<file path="config.mk">
export PLATFORM = sky130hd
export DESIGN_NAME = rmii_ethernet_flat
export DESIGN_NICKNAME = d
export VERILOG_FILES = /design/src/rtl/eth_pkg.sv /design/src/rtl/rmii_ethernet_if.sv /design/src/rtl/mdio_master.sv /design/src/rtl/rmii_ethernet.sv /design/src/flat_wrapper.sv
export SDC_FILE = /design/constraint.sdc
export NUM_CORES = 1
export LEC_CHECK = 0
export ABC_CLOCK_PERIOD_IN_PS = 1900
export CORE_UTILIZATION = 45
export CTS_BUF_LIST = sky130_fd_sc_hd__clkbuf_8
export DETAILED_ROUTE_END_ITERATION = 12
export GPL_ROUTABILITY_DRIVEN = 0
export PLACE_DENSITY = 0.7
export SLEW_MARGIN = 20
export SYNTH_ARGS = -nofsm -noshare
export SYNTH_HDL_FRONTEND = slang
export SYNTH_SLANG_ARGS = --single-unit
</file>
<file path="constraint.sdc">
create_clock -name clk_25_mhz -period 1.9 [get_ports clk_25_mhz]
set_input_delay 0.285 -clock clk_25_mhz [delete_from_list [all_inputs] [get_ports clk_25_mhz]]
set_output_delay 0.285 -clock clk_25_mhz [all_outputs]
set_load 0.05 [all_outputs]
</file>
<file path="src/rtl/eth_pkg.sv">
// Shared types and constants for the RMII MAC datapath and the MDIO management engine.
// md_frame builds the 64-bit management frame that is shifted out MSB first.
package eth_pkg;

  typedef enum logic {TX_IDLE, TX_SEND} tx_state_t;
  typedef enum logic {MD_IDLE, MD_SHIFT} md_state_t;

  localparam int MDC_DIV      = 16;
  localparam int PREAMBLE_LEN = 32;
  localparam int FRAME_LEN    = PREAMBLE_LEN + 32;
  // first turnaround bit: ST(2) + OP(2) + PHYAD(5) + REGAD(5) after the preamble
  localparam int TA_BIT       = PREAMBLE_LEN + 14;

  localparam logic [1:0] OP_WRITE = 2'b01;
  localparam logic [1:0] OP_READ  = 2'b10;

  function automatic logic [FRAME_LEN-1:0] md_frame(
    input logic        mode,
    input logic [4:0]  phy_addr,
    input logic [4:0]  reg_addr,
    input logic [15:0] data
  );
    logic [1:0]  op;
    logic [1:0]  ta;
    logic [15:0] payload;
    op      = mode ? OP_WRITE : OP_READ;
    ta      = mode ? 2'b10 : 2'b00;
    payload = mode ? data : 16'h0000;
    return {{PREAMBLE_LEN{1'b1}}, 2'b01, op, phy_addr, reg_addr, ta, payload};
  endfunction

endpackage

</file>
<file path="src/rtl/rmii_ethernet_if.sv">
// Host-side word interface of the RMII MAC: transmit/receive words and MDIO requests.
// The host drives through master; the MAC core sits on slave.
interface rmii_ethernet_if;
  logic [31:0] tx_buf;
  logic        tx_valid;
  logic        tx_new_data;
  logic        tx_empty;
  logic [31:0] rx_buf;
  logic        rx_full;
  logic        MD_start;
  logic        MD_mode;
  logic [4:0]  MD_addr;
  logic [4:0]  MD_reg_addr;
  logic [15:0] MD_data_to;
  logic [15:0] MD_data_from;
  logic        MD_done;

  modport master (
    output tx_buf, tx_valid, tx_new_data, MD_start, MD_mode, MD_addr, MD_reg_addr, MD_data_to,
    input  tx_empty, rx_buf, rx_full, MD_data_from, MD_done
  );

  modport slave (
    input  tx_buf, tx_valid, tx_new_data, MD_start, MD_mode, MD_addr, MD_reg_addr, MD_data_to,
    output tx_empty, rx_buf, rx_full, MD_data_from, MD_done
  );
endinterface

</file>
<file path="src/rtl/mdio_master.sv">
// Clause-22 MDIO management engine: mdc = clk/MDC_DIV, mdio_o changes on mdc fall,
// mdio_i sampled on mdc rise; one 64-bit frame per request.
module mdio_master
  import eth_pkg::*;
(
  input  logic        clk,
  input  logic        rst,
  input  logic        md_start,
  input  logic        md_mode,
  input  logic [4:0]  md_addr,
  input  logic [4:0]  md_reg_addr,
  input  logic [15:0] md_data_to,
  output logic [15:0] md_data_from,
  output logic        md_done,
  output logic        mdc,
  output logic        mdio_o,
  output logic        mdio_oe,
  input  logic        mdio_i
);

  localparam int PHASE_W = $clog2(MDC_DIV);
  localparam int BIT_W   = $clog2(FRAME_LEN);

  md_state_t              state_reg;
  logic [FRAME_LEN-1:0]   frame_reg;
  logic [PHASE_W-1:0]     phase_reg;
  logic [BIT_W-1:0]       bit_cnt_reg;
  logic                   mode_reg;
  logic [15:0]            rd_shift_reg;
  logic [15:0]            md_data_from_reg;
  logic                   md_done_reg;
  logic                   mdc_reg;
  logic                   mdio_o_reg;
  logic                   mdio_oe_reg;

  always_ff @(posedge clk) begin
    if (rst) begin
      state_reg        <= MD_IDLE;
      frame_reg        <= '0;
      phase_reg        <= '0;
      bit_cnt_reg      <= '0;
      mode_reg         <= 1'b0;
      rd_shift_reg     <= '0;
      md_data_from_reg <= '0;
      md_done_reg      <= 1'b0;
      mdc_reg          <= 1'b0;
      mdio_o_reg       <= 1'b1;
      mdio_oe_reg      <= 1'b0;
    end else begin
      md_done_reg <= 1'b0;
      case (state_reg)
        MD_IDLE: begin
          mdc_reg     <= 1'b0;
          mdio_o_reg  <= 1'b1;
          mdio_oe_reg <= 1'b0;
          if (md_start) begin
            frame_reg   <= md_frame(md_mode, md_addr, md_reg_addr, md_data_to);
            mode_reg    <= md_mode;
            phase_reg   <= '0;
            bit_cnt_reg <= '0;
            mdio_o_reg  <= 1'b1;  // first preamble bit
            mdio_oe_reg <= 1'b1;
            state_reg   <= MD_SHIFT;
          end
        end
        MD_SHIFT: begin
          phase_reg <= phase_reg + PHASE_W'(1);
          if (phase_reg == PHASE_W'(MDC_DIV / 2 - 1)) begin
            mdc_reg      <= 1'b1;
            rd_shift_reg <= {rd_shift_reg[14:0], mdio_i};
          end else if (phase_reg == PHASE_W'(MDC_DIV - 1)) begin
            mdc_reg <= 1'b0;
            if (bit_cnt_reg == BIT_W'(FRAME_LEN - 1)) begin
              state_reg   <= MD_IDLE;
              md_done_reg <= 1'b1;
              mdio_o_reg  <= 1'b1;
              mdio_oe_reg <= 1'b0;
              if (!mode_reg) begin
                md_data_from_reg <= rd_shift_reg;
              end
            end else begin
              // reads release the line from the turnaround onwards
              bit_cnt_reg <= bit_cnt_reg + BIT_W'(1);
              frame_reg   <= {frame_reg[FRAME_LEN-2:0], 1'b0};
              mdio_o_reg  <= frame_reg[FRAME_LEN-2];
              mdio_oe_reg <= mode_reg || (bit_cnt_reg < BIT_W'(TA_BIT - 1));
            end
          end
        end
        default: state_reg <= MD_IDLE;
      endcase
    end
  end

  assign md_data_from = md_data_from_reg;
  assign md_done      = md_done_reg;
  assign mdc          = mdc_reg;
  assign mdio_o       = mdio_o_reg;
  assign mdio_oe      = mdio_oe_reg;

endmodule

</file>
<file path="src/rtl/rmii_ethernet.sv">
// RMII MAC word datapath: 32-bit words out/in as dibits MSB pair first, plus MDIO engine.
// No preamble/SFD/FCS handling; the host supplies and receives raw words.
module rmii_ethernet
  import eth_pkg::*;
(
  input  logic       clk_25_mhz,
  input  logic       rst,
  output logic [1:0] rmii_tx_d,
  output logic       rmii_tx_en,
  input  logic [1:0] rmii_rx_d,
  input  logic       rmii_crs_dv,
  input  logic       rmii_rx_er,
  output logic       mdc,
  output logic       mdio_o,
  output logic       mdio_oe,
  input  logic       mdio_i,
  rmii_ethernet_if.slave host
);

  tx_state_t   tx_state_reg;
  logic [31:0] tx_shift_reg;
  logic [31:0] tx_hold_reg;
  logic        tx_hold_full_reg;
  logic [3:0]  tx_cnt_reg;
  logic [1:0]  tx_d_reg;
  logic        tx_en_reg;

  // tx_cnt_reg counts dibits already put on the wire; it wraps to 0 after the 16th
  always_ff @(posedge clk_25_mhz) begin
    if (rst) begin
      tx_state_reg     <= TX_IDLE;
      tx_shift_reg     <= '0;
      tx_hold_reg      <= '0;
      tx_hold_full_reg <= 1'b0;
      tx_cnt_reg       <= '0;
      tx_d_reg         <= 2'b00;
      tx_en_reg        <= 1'b0;
    end else begin
      case (tx_state_reg)
        TX_IDLE: begin
          tx_hold_full_reg <= 1'b0;
          if (host.tx_valid) begin
            tx_d_reg     <= host.tx_buf[31:30];
            tx_shift_reg <= {host.tx_buf[29:0], 2'b00};
            tx_cnt_reg   <= 4'd1;
            tx_en_reg    <= 1'b1;
            tx_state_reg <= TX_SEND;
          end
        end
        TX_SEND: begin
          if (tx_cnt_reg != 4'd0) begin
            tx_d_reg     <= tx_shift_reg[31:30];
            tx_shift_reg <= {tx_shift_reg[29:0], 2'b00};
            tx_cnt_reg   <= tx_cnt_reg + 4'd1;
            if (host.tx_new_data && !tx_hold_full_reg) begin
              tx_hold_reg      <= host.tx_buf;
              tx_hold_full_reg <= 1'b1;
            end
          end else if (tx_hold_full_reg) begin
            tx_d_reg         <= tx_hold_reg[31:30];
            tx_shift_reg     <= {tx_hold_reg[29:0], 2'b00};
            tx_cnt_reg       <= 4'd1;
            tx_hold_full_reg <= 1'b0;
          end else if (host.tx_new_data) begin
            // word offered exactly at the boundary goes straight to the wire
            tx_d_reg     <= host.tx_buf[31:30];
            tx_shift_reg <= {host.tx_buf[29:0], 2'b00};
            tx_cnt_reg   <= 4'd1;
          end else begin
            tx_state_reg <= TX_IDLE;
            tx_en_reg    <= 1'b0;
            tx_d_reg     <= 2'b00;
          end
        end
        default: tx_state_reg <= TX_IDLE;
      endcase
    end
  end

  assign rmii_tx_d     = tx_d_reg;
  assign rmii_tx_en    = tx_en_reg;
  assign host.tx_empty = !tx_hold_full_reg;

  logic [31:0] rx_shift_reg;
  logic [31:0] rx_buf_reg;
  logic [3:0]  rx_cnt_reg;
  logic        rx_err_reg;
  logic        rx_full_reg;

  // an error poisons every word until carrier drops
  always_ff @(posedge clk_25_mhz) begin
    if (rst) begin
      rx_shift_reg <= '0;
      rx_buf_reg   <= '0;
      rx_cnt_reg   <= '0;
      rx_err_reg   <= 1'b0;
      rx_full_reg  <= 1'b0;
    end else begin
      rx_full_reg <= 1'b0;
      if (!rmii_crs_dv) begin
        rx_cnt_reg <= '0;
        rx_err_reg <= 1'b0;
      end else begin
        rx_shift_reg <= {rx_shift_reg[29:0], rmii_rx_d};
        rx_cnt_reg   <= rx_cnt_reg + 4'd1;
        rx_err_reg   <= rx_err_reg | rmii_rx_er;
        if (rx_cnt_reg == 4'd15 && !(rx_err_reg || rmii_rx_er)) begin
          rx_buf_reg  <= {rx_shift_reg[29:0], rmii_rx_d};
          rx_full_reg <= 1'b1;
        end
      end
    end
  end

  assign host.rx_buf  = rx_buf_reg;
  assign host.rx_full = rx_full_reg;

  logic [15:0] md_data_from_w;
  logic        md_done_w;

  mdio_master u_mdio (
    .clk          (clk_25_mhz),
    .rst          (rst),
    .md_start     (host.MD_start),
    .md_mode      (host.MD_mode),
    .md_addr      (host.MD_addr),
    .md_reg_addr  (host.MD_reg_addr),
    .md_data_to   (host.MD_data_to),
    .md_data_from (md_data_from_w),
    .md_done      (md_done_w),
    .mdc          (mdc),
    .mdio_o       (mdio_o),
    .mdio_oe      (mdio_oe),
    .mdio_i       (mdio_i)
  );

  assign host.MD_data_from = md_data_from_w;
  assign host.MD_done      = md_done_w;

endmodule

</file>
<file path="src/flat_wrapper.sv">
// flat-port wrapper written by rule: the top's interface ports become plain ports
module rmii_ethernet_flat import eth_pkg::*;
  (clk_25_mhz, rst, rmii_tx_d, rmii_tx_en, rmii_rx_d, rmii_crs_dv, rmii_rx_er, mdc, mdio_o, mdio_oe, mdio_i, host_tx_buf, host_tx_valid, host_tx_new_data, host_MD_start, host_MD_mode, host_MD_addr, host_MD_reg_addr, host_MD_data_to, host_tx_empty, host_rx_buf, host_rx_full, host_MD_data_from, host_MD_done);
  rmii_ethernet_if host_i ();
  input  logic clk_25_mhz;
  input  logic rst;
  output logic [1:0] rmii_tx_d;
  output logic rmii_tx_en;
  input  logic [1:0] rmii_rx_d;
  input  logic rmii_crs_dv;
  input  logic rmii_rx_er;
  output logic mdc;
  output logic mdio_o;
  output logic mdio_oe;
  input  logic mdio_i;
  input wire logic [$bits(host_i.tx_buf)-1:0] host_tx_buf;
  input wire logic [$bits(host_i.tx_valid)-1:0] host_tx_valid;
  input wire logic [$bits(host_i.tx_new_data)-1:0] host_tx_new_data;
  input wire logic [$bits(host_i.MD_start)-1:0] host_MD_start;
  input wire logic [$bits(host_i.MD_mode)-1:0] host_MD_mode;
  input wire logic [$bits(host_i.MD_addr)-1:0] host_MD_addr;
  input wire logic [$bits(host_i.MD_reg_addr)-1:0] host_MD_reg_addr;
  input wire logic [$bits(host_i.MD_data_to)-1:0] host_MD_data_to;
  output wire logic [$bits(host_i.tx_empty)-1:0] host_tx_empty;
  output wire logic [$bits(host_i.rx_buf)-1:0] host_rx_buf;
  output wire logic [$bits(host_i.rx_full)-1:0] host_rx_full;
  output wire logic [$bits(host_i.MD_data_from)-1:0] host_MD_data_from;
  output wire logic [$bits(host_i.MD_done)-1:0] host_MD_done;
  assign host_i.tx_buf = host_tx_buf;
  assign host_i.tx_valid = host_tx_valid;
  assign host_i.tx_new_data = host_tx_new_data;
  assign host_i.MD_start = host_MD_start;
  assign host_i.MD_mode = host_MD_mode;
  assign host_i.MD_addr = host_MD_addr;
  assign host_i.MD_reg_addr = host_MD_reg_addr;
  assign host_i.MD_data_to = host_MD_data_to;
  assign host_tx_empty = host_i.tx_empty;
  assign host_rx_buf = host_i.rx_buf;
  assign host_rx_full = host_i.rx_full;
  assign host_MD_data_from = host_i.MD_data_from;
  assign host_MD_done = host_i.MD_done;
  rmii_ethernet u_core (.clk_25_mhz(clk_25_mhz), .rst(rst), .rmii_tx_d(rmii_tx_d), .rmii_tx_en(rmii_tx_en), .rmii_rx_d(rmii_rx_d), .rmii_crs_dv(rmii_crs_dv), .rmii_rx_er(rmii_rx_er), .mdc(mdc), .mdio_o(mdio_o), .mdio_oe(mdio_oe), .mdio_i(mdio_i), .host(host_i));
endmodule
</file>
==> metrics.yaml <==
status:
  status: "finished, final reports clean"
clocking:
  cts.clk_slew.worst_paths_ns: 0.06
  cts_buffers: 43
  clockRootBuffer: "clkbuf_8"
  clockBufferDepth: 3
  cts.sinks: 250
  worst_skew_pair.late_latency_ns: 0.54
  htreeDepth: 2
  cts_tree: "yes"
pwr:
  cellLeakagePower_uw: 0.004708
  powerDensity_nw_per_um2: 925.4
  vdd_drop_max_mv: 0.6830
  total_power_uw: 11200
sta:
  fin_hold_ws_ns: 0.09162
  slew_violations: 0
  rsz0062_at_grt: "false"
  finalCritPeriodShare: 0.9433
  setup_viol: 0
  relSlewSlack: 0.5415
  max_freq_mhz: 558.0
  period_minus_slack_ns: 1.792
  setup_tns_ns: 0
  worst_clock_skew_ns: 0.02329
  worst_pin_slew_ns: 0.6878
  hold_violations: 0
synth:
  synth_warnings: 0
  synth_cell_types: 55
  synth_edf_count: 0
  synth_flop_cell: "dfxtp_1"
  synth-async-reset-ratio: 0
  synth_area_um2: 9647
  ys_ff_latch: 250
  seq_area_frac_synth: 0.5188
  synth_area_per_cell_um2: 9.144
  synth_cells: 1055
  synthesis.nets: 1130
worst_setup_path:
  cpPeakStageDelay_ns: 0.53
  worstPathCellList: "ha_2, nand4_4, or4_1, buf_4, nand2_1, a21oi_1"
  startpoint_type: "register"
  critical_path_class: "register to register"
  crit_slowest_cell: "or4_1"
  worstPathMaxFanout: 16
  cp-end-kind: "register"
  worstPathRequired_ns: 2.30
  worstPathArrival_ns: 2.19
grt:
  grt_pass1_vias: 7699
  grt_usage: 0.2041
  gr-total-overflow: 0
  grt_max_degree: 96
  grt_pass1_wl_um: 37320
  grt_antenna_before_repair: 0
drt:
  wl_met1_um: 10880
  postRouteAntennaNets: 0
  vias: 8049
  routed-wl-met3_um: 1282
  finalWirelength_um: 22850
  dr_wl_met2_um: 10140
  drtIter0Drc: 461
  viasPerCell: 5.431
  remaining_drc_errors: 0
  first_pass_iters: 5
  top_layer: "met4"
  wire_per_inst_um: 15.42
finish:
  final_cell_mix: "dfxtp_1 (249), nand2_1 (214), a21oi_1 (118), clkdlybuf4s50_1 (66), dlygate4sd2_1 (53)"
  drive_above_1_share: 0.1367
  antenna_cells: 0
  final_area_um2: 12100
  largest_reg_flops: 63
  layout.cells.most_common: "dfxtp_1"
  fin_nets: 1254
  synthToLayoutAreaGrowth_pct: 25.43
floorplan:
  rows: 53
  die_height_um: 148.4
  die_w_um: 148.4
  start_util: 0.4589
  core_um2: 21020
  die_area_um2: 22030
  io_pins: 126
placed_design:
  io_buffers: 125
  dpl.hpwl_um: 13690
  place_area_um2: 11310
worst_hold_path:
  hold_class: "input port to register"
job:
  drv_cap: 0
cell families after synthesis:
kind of cell / Yosys count / synth area share
mux: 44 / 0.04591
buf+inv: 104 / 0.04565
xor+xnor: 3 / 0.002724
fa+ha+maj: 6 / 0.007782
flops: 250 / 0.5188
simple gates: 338 / 0.1499
compound gates: 310 / 0.2292
routing by layer:
layer  GRT usage  up-vias
met1      0.2747     3807
met5           0        -
met4     0.07680        0
met2      0.3134      165
met3     0.05276       43
li1            -     4034
cell type report:
| class | instances | area, um^2 |
|---|---|---|
| clock buffers | 50 | 688.2 |
| clock inverters | 23 | 101.3 |
| repair buffers | 171 | 1670 |
| inverters | 11 | 41.29 |
| fillers | 1869 | 8921 |
| flip-flops and latches | 250 | 5006 |
| well taps | 275 | 344.1 |
| multi-input cells | 702 | 4249 |
power breakdown:
group | switching [uW] | total, uW | leakage, uW | internal [uW]
Sequential | 130 | 5600 | 0.00204 | 5470
Clock | 2060 | 4440 | 0.000469 | 2380
Combinational | 593 | 1160 | 0.00220 | 564
Total | 2780 | 11200 | 0.00471 | 8410
final timing paths:
check                                start                            end  slack (ns)  cells after the start
max             u_core.u_mdio.phase_reg[0]  u_core.u_mdio.md_data_from[0]        0.11                      6
max reg2reg     u_core.u_mdio.phase_reg[0]  u_core.u_mdio.md_data_from[0]        0.11                      6
min                                    rst          u_core.tx_hold_reg[5]        0.09                      2
min reg2reg  u_core.u_mdio.md_data_from[2]  u_core.u_mdio.md_data_from[2]        0.45                      2
through the flow:
step,util,worst slack (ns),std cells
6_report,0.5756,0.1078,1482
4_1_cts,0.5731,0.02849,1479
3_3_place_gp,0.5382,-0.2958,1406
3_5_place_dp,0.5382,-0.3207,1406
5_1_grt,0.5756,0.005124,1482
2_1_floorplan,-,0.04322,1055
critical path: cells and delay by family (launching register included):
kind | cells | cell delay (ns)
buf+inv | 1 | 0.21
fa+ha+maj | 1 | 0.24
flops | 1 | 0.40
compound gates | 1 | 0.06
simple gates | 3 | 0.75
cell usage after synthesis, drive strengths merged (2+ instances only):
master	n	area (um^2)
dfxtp	250	5005
nand2	215	807.0
a21oi	118	590.6
nor2	49	186.4
clkbuf	48	180.2
buf	45	219.0
mux2i	42	420.4
nor3	38	190.2
o221a	32	360.4
a211oi	29	217.7
o22ai	29	181.4
a22o	27	236.5
a2bb2oi	27	236.5
a22oi	15	112.6
nand3	12	65.06
inv	11	41.29
o21ai	10	50.05
ha	6	75.07
a2111oi	4	42.54
nor2b	4	25.02
a31o	3	26.28
a31oi	3	31.28
a32oi	3	26.28
nand4	3	33.78
nor3b	3	22.52
o211ai	3	22.52
a41oi	2	17.52
and3	2	12.51
mux2	2	22.52
nand2b	2	12.51
nor4	2	27.53
or3	2	12.51
xnor2	2	17.52
what timing repair did:
action | 4_1_cts | 5_1_grt
pin swaps | 0 | 1
hold buffers | 0 | 0
setup buffers | 0 | 1
cloned | 0 | 2
setup endpoints to repair | 81 | 31
gates resized for setup | 56 | 9
No activity file was read; power rests on OpenSTA's default activity.
